===== src/rtl/i2c_target.sv =====
// I2C target for one 7-bit address with a byte-stream interface to local logic.
// Open-drain pads: *_o is tied low and *_oen_o=1 pulls the line low.
module i2c_target #(
  parameter int unsigned FILTER_LEN = 3
) (
  input  logic       clk_i,
  input  logic       rst_i,
  input  logic [6:0] own_addr_i,
  input  logic       scl_i,
  output logic       scl_o,
  output logic       scl_oen_o,
  input  logic       sda_i,
  output logic       sda_o,
  output logic       sda_oen_o,
  output logic [7:0] rx_data_o,
  output logic       rx_valid_o,
  output logic       rx_first_o,
  input  logic [7:0] tx_data_i,
  input  logic       tx_valid_i,
  output logic       tx_ready_o,
  output logic       busy_o,
  output logic       stop_o
);

  localparam int unsigned CNT_W = 4;
  localparam logic [CNT_W-1:0] FILT_MAX = CNT_W'(FILTER_LEN - 1);

  typedef enum logic [3:0] {
    S_IDLE,
    S_ADDR,
    S_ADDR_ACK,
    S_WR_DATA,
    S_WR_ACK,
    S_RD_LOAD,
    S_RD_DATA,
    S_RD_ACK,
    S_IGNORE
  } state_t;

  logic [1:0]       scl_sync;
  logic [1:0]       sda_sync;
  logic [CNT_W-1:0] scl_cnt;
  logic [CNT_W-1:0] sda_cnt;
  logic             scl_f;
  logic             sda_f;
  logic             scl_d;
  logic             sda_d;

  logic             scl_rise;
  logic             scl_fall;
  logic             sda_rise;
  logic             sda_fall;
  logic             start_det;
  logic             stop_det;

  state_t           state;
  logic [7:0]       sr;
  logic [3:0]       bit_cnt;
  logic             rw;
  logic             first;
  logic [6:0]       addr_lat;

  assign scl_o = 1'b0;
  assign sda_o = 1'b0;

  // Two-flop synchronizers; preset to the idle-high bus level.
  always_ff @(posedge clk_i or posedge rst_i) begin
    if (rst_i) begin
      scl_sync <= 2'b11;
      sda_sync <= 2'b11;
    end else begin
      scl_sync <= {scl_sync[0], scl_i};
      sda_sync <= {sda_sync[0], sda_i};
    end
  end

  // Glitch filters: a level change needs FILTER_LEN consecutive differing samples.
  always_ff @(posedge clk_i or posedge rst_i) begin
    if (rst_i) begin
      scl_f   <= 1'b1;
      sda_f   <= 1'b1;
      scl_cnt <= '0;
      sda_cnt <= '0;
      scl_d   <= 1'b1;
      sda_d   <= 1'b1;
    end else begin
      scl_d <= scl_f;
      sda_d <= sda_f;
      if (scl_sync[1] == scl_f) begin
        scl_cnt <= '0;
      end else if (scl_cnt == FILT_MAX) begin
        scl_f   <= scl_sync[1];
        scl_cnt <= '0;
      end else begin
        scl_cnt <= scl_cnt + CNT_W'(1);
      end
      if (sda_sync[1] == sda_f) begin
        sda_cnt <= '0;
      end else if (sda_cnt == FILT_MAX) begin
        sda_f   <= sda_sync[1];
        sda_cnt <= '0;
      end else begin
        sda_cnt <= sda_cnt + CNT_W'(1);
      end
    end
  end

  assign scl_rise = scl_f & ~scl_d;
  assign scl_fall = ~scl_f & scl_d;
  assign sda_rise = sda_f & ~sda_d;
  assign sda_fall = ~sda_f & sda_d;
  // SCL must be high before and after the SDA edge, so a simultaneous
  // SCL release and SDA change (read bit 7) is never taken as START/STOP.
  assign start_det = sda_fall & scl_f & scl_d;
  assign stop_det  = sda_rise & scl_f & scl_d;

  // Protocol state machine with registered pad enables and stream outputs.
  always_ff @(posedge clk_i or posedge rst_i) begin
    if (rst_i) begin
      state      <= S_IDLE;
      sr         <= '0;
      bit_cnt    <= '0;
      rw         <= 1'b0;
      first      <= 1'b0;
      addr_lat   <= '0;
      scl_oen_o  <= 1'b0;
      sda_oen_o  <= 1'b0;
      rx_data_o  <= '0;
      rx_valid_o <= 1'b0;
      rx_first_o <= 1'b0;
      tx_ready_o <= 1'b0;
      busy_o     <= 1'b0;
      stop_o     <= 1'b0;
    end else begin
      rx_valid_o <= 1'b0;
      stop_o     <= 1'b0;
      if (stop_det) begin
        state      <= S_IDLE;
        stop_o     <= busy_o;
        busy_o     <= 1'b0;
        scl_oen_o  <= 1'b0;
        sda_oen_o  <= 1'b0;
        tx_ready_o <= 1'b0;
      end else if (start_det) begin
        state      <= S_ADDR;
        addr_lat   <= own_addr_i;
        bit_cnt    <= '0;
        busy_o     <= 1'b0;
        scl_oen_o  <= 1'b0;
        sda_oen_o  <= 1'b0;
        tx_ready_o <= 1'b0;
      end else begin
        case (state)
          S_ADDR: begin
            if (scl_rise) begin
              sr      <= {sr[6:0], sda_f};
              bit_cnt <= bit_cnt + 4'd1;
            end else if (scl_fall && bit_cnt == 4'd8) begin
              bit_cnt <= '0;
              if (sr[7:1] == addr_lat) begin
                state     <= S_ADDR_ACK;
                rw        <= sr[0];
                sda_oen_o <= 1'b1;
                busy_o    <= 1'b1;
                first     <= 1'b1;
              end else begin
                state <= S_IGNORE;
              end
            end
          end
          S_ADDR_ACK: begin
            if (scl_fall) begin
              sda_oen_o <= 1'b0;
              bit_cnt   <= '0;
              if (rw) begin
                state      <= S_RD_LOAD;
                tx_ready_o <= 1'b1;
                scl_oen_o  <= 1'b1;
              end else begin
                state <= S_WR_DATA;
              end
            end
          end
          S_WR_DATA: begin
            if (scl_rise) begin
              sr      <= {sr[6:0], sda_f};
              bit_cnt <= bit_cnt + 4'd1;
              if (bit_cnt == 4'd7) begin
                rx_data_o  <= {sr[6:0], sda_f};
                rx_valid_o <= 1'b1;
                rx_first_o <= first;
                first      <= 1'b0;
              end
            end else if (scl_fall && bit_cnt == 4'd8) begin
              state     <= S_WR_ACK;
              sda_oen_o <= 1'b1;
            end
          end
          S_WR_ACK: begin
            if (scl_fall) begin
              state     <= S_WR_DATA;
              sda_oen_o <= 1'b0;
              bit_cnt   <= '0;
            end
          end
          S_RD_LOAD: begin
            if (tx_valid_i && tx_ready_o) begin
              state      <= S_RD_DATA;
              sr         <= tx_data_i;
              tx_ready_o <= 1'b0;
              scl_oen_o  <= 1'b0;
              sda_oen_o  <= ~tx_data_i[7];
              bit_cnt    <= '0;
            end
          end
          S_RD_DATA: begin
            if (scl_fall) begin
              if (bit_cnt == 4'd7) begin
                state     <= S_RD_ACK;
                sda_oen_o <= 1'b0;
                bit_cnt   <= '0;
              end else begin
                sr        <= {sr[6:0], 1'b0};
                sda_oen_o <= ~sr[6];
                bit_cnt   <= bit_cnt + 4'd1;
              end
            end
          end
          S_RD_ACK: begin
            if (scl_rise && sda_f) begin
              state <= S_IGNORE;
            end else if (scl_fall) begin
              state      <= S_RD_LOAD;
              tx_ready_o <= 1'b1;
              scl_oen_o  <= 1'b1;
            end
          end
          S_IGNORE: begin
            scl_oen_o <= 1'b0;
            sda_oen_o <= 1'b0;
          end
          default: begin
            state     <= S_IDLE;
            scl_oen_o <= 1'b0;
            sda_oen_o <= 1'b0;
          end
        endcase
      end
    end
  end

endmodule


===== config.mk =====
export PLATFORM = sky130hd
export DESIGN_NAME = i2c_target
export DESIGN_NICKNAME = d
export VERILOG_FILES = /design/src/rtl/i2c_target.sv
export SDC_FILE = /design/constraint.sdc
export NUM_CORES = 1
export LEC_CHECK = 0
export ABC_AREA = 1
export CAP_MARGIN = 40
export CORE_AREA = 2 2 85 128
export CTS_BUF_LIST = sky130_fd_sc_hd__clkbuf_16
export CTS_CLUSTER_SIZE = 30
export DETAILED_ROUTE_END_ITERATION = 8
export DIE_AREA = 0 0 87 130
export GPL_ROUTABILITY_DRIVEN = 1
export PLACE_DENSITY = 0.46
export SETUP_SLACK_MARGIN = 0.15
export SYNTH_ARGS = -nofsm -noshare
export SYNTH_HDL_FRONTEND = slang
export SYNTH_SLANG_ARGS = --single-unit

===== constraint.sdc =====
create_clock -name clk_i -period 4.05 [get_ports clk_i]
set_clock_uncertainty 0.15 [all_clocks]
set_input_delay 0.405 -clock clk_i [delete_from_list [all_inputs] [get_ports clk_i]]
set_output_delay 0.405 -clock clk_i [all_outputs]
set_load 0.05 [all_outputs]

==> flow_summary.json <==
{
  "status": "completed",
  "cts_made_buffers": 5,
  "drive_above_1_share": 0.106,
  "dp.cells": 535,
  "io_pins": 37,
  "dr.first_iter.drc_count": 79,
  "dr.max_layer_used": "met4",
  "ys_ff_latch": 56,
  "critPathKind": "flop to flop",
  "crit_path_frequent_cell": "nand2_1",
  "critPathCaptureType": "flop",
  "r2r-start": "scl_f$_DFFE_PP1P_",
  "initial_core_util": 0.291,
  "startpoint": "scl_f$_DFFE_PP1P_",
  "rows": 46,
  "grt_max_degree": 27,
  "final_cells": 543,
  "grt_usage": 0.140,
  "report.final.hold_viol_count": 0,
  "hold_path.class": "flop to flop",
  "worstMarginPinSlew_ps": 639,
  "drv_slew": 0,
  "grt.overflow.total": 0,
  "cap_violations": 0,
  "crit_required_ps": 4090,
  "syn_inst": 386,
  "slowest_stage": "dfstp_2",
  "powerDensity_mw_per_mm2": 551,
  "hold_start": "sda_sync[0]$_DFF_PP1_",
  "ys_warn_count": 0,
  "clk_pin_slew_worst_paths_ps": 70,
  "vias": 2454,
  "met3_length_um": 185,
  "path_cells": "nand4_4 -> nand2_8 -> nor2_1 -> nor2_1 -> nand2_1 -> inv_1 -> o21ai_1 -> nand2_1 -> nand2_1",
  "drc": 0,
  "gp_congestion": 0.908,
  "slowest_delay_ps": 630,
  "syn_area_mm2": 0.00300,
  "clock_latency_ps": 300,
  "design_area_mm2": 0.00359,
  "leakagePower_nw": 1.76,
  "ctsResizeCount": 0,
  "ant_nets": 0,
  "syn_to_final_growth_pct": 19.7,
  "critPathTopFamily": "simple AND/OR/NAND/NOR gates",
  "layout_min_cycle_time_ps": 2140,
  "viasPerCell": 4.52,
  "fill_cells": 1105,
  "h-tree-depth": 2,
  "slew_headroom": 0.573,
  "diodes": 0,
  "cp_max_fo": 19,
  "period_share": 0.528,
  "dieWidth_um": 87,
  "cts_sinks": 56,
  "root_buffer": "clkbuf_16",
  "cts_tree": "built",
  "clockBufferDepth": 2,
  "final_core_util": 0.349,
  "first_pass_iters": 4,
  "port_buffers": 34,
  "seq_area_frac_synth": 0.471,
  "rsz0062_at_grt": "false",
  "finalSetupViolCount": 0,
  "die-area_mm2": 0.0113,
  "mostFrequentLayoutCell": "nand2_1",
  "wirelength_met1_um": 2980,
  "arrival_ps": 2180,
  "final_cell_mix": "113 x nand2_1, 56 x nor2_1, 48 x dfrtp_1",
  "power_mw": 1.98,
  "fin_nets": 448,
  "antenna_found_initial": 0,
  "core_area_mm2": 0.0103,
  "grt_pass1_vias": 2524,
  "max_freq_ghz": 0.468,
  "die_y_um": 130,
  "irDropWorstVdd_mv": 0.265,
  "dpl_cell_area_mm2": 0.00345,
  "fin_ws_ps": 1910,
  "dr_wl_met2_um": 3860,
  "start_kind": "flop",
  "synth_cell_types": 35,
  "setup_tns_ps": 0,
  "grt_pass1_wl_um": 12100,
  "hold_buffers": 0,
  "dp_hpwl_um": 5600,
  "timing.hold.ws_ps": 207,
  "post-cts-setup-buffers": 0,
  "wl_per_cell_um": 13.4,
  "wl_um": 7290,
  "syn_avg_cell_area_um2": 7.77,
  "worst-path-buf-inv": 1,
  "place_ws_ps": 1910
}
==> Yosys cell counts (all sizes together) <==
cell	count	share of area
nand3	20	0.042
nor3	3	0.0050
ha	6	0.025
xnor2	2	0.0058
clkbuf	2	0.0025
xor2	5	0.015
o21bai	1	0.0025
o21ai	28	0.048
nor2	62	0.086
conb	1	0.0013
nand3b	1	0.0025
dfstp	8	0.070
a21boi	1	0.0025
nand2	116	0.15
inv	49	0.062
nand4	2	0.0092
a21oi	22	0.045
buf	6	0.017
dfrtp	48	0.40
a31oi	1	0.0021
or2	2	0.0042
==> layer usage <==
layer / vias to the layer above / track usage
li1: 1272 / -
met1: 1126 / 0.156
met2: 42 / 0.253
met3: 14 / 0.0196
met4: 0 / 0.0754
met5: - / 0
==> report_power, final <==
group          switching, mW  internal (mW)
Clock                  0.205          0.226
Combinational          0.502          0.239
Sequential             0.110          0.696
==> registers in the layout, summed over array words and instances, names as in the netlist, 2 cells and up <==
name	flops
addr_lat	7
bit_cnt	4
rx_data_o	8
scl_cnt	4
scl_sync	2
sda_cnt	4
sda_sync	2
sr	8
state	4
==> final timing paths <==
kind                       cells after the start               endpoint  slack, ps
setup / recovery                               9   state[1]$_DFFE_PP0P_       1910
hold / removal                                 0  sda_sync[1]$_DFF_PP1_        210
setup reg to reg                               9   state[1]$_DFFE_PP0P_       1910
hold reg to reg                                0  sda_sync[1]$_DFF_PP1_        210
max in group asynchronous                      3        scl_d$_DFF_PP1_       2740
min in group asynchronous                      2   sda_cnt[0]$_DFF_PP0_        330
==> layout make-up <==
type	count	area [um^2]	area share
inverter	49	186	0.0519
timing repair buffer	36	355	0.0990
sequential	56	1410	0.393
tap	120	150	0.0418
clock buffer	5	125	0.0348
multi-input combinational	274	1350	0.375
clock inverter	3	15.0	0.00418
==> worst register-to-register path, cell delays in order, from the launching register on <==
cell and delay [ps]:
dfstp_2 630, nand4_4 370, nand2_8 250, nor2_1 60, nor2_1 120, nand2_1 150, inv_1 80, o21ai_1 110
nand2_1 80, nand2_1 40
==> cells by family after synthesis <==
kind of cell    Yosys count  share of synthesized area
other cells               1                    0.00125
fa+ha+maj                 6                     0.0250
flops                    56                      0.471
simple gates            206                      0.301
compound gates           53                      0.101
buf+inv                  57                     0.0814
xor+xnor                  7                     0.0204
(Power assumes the default switching activity.)
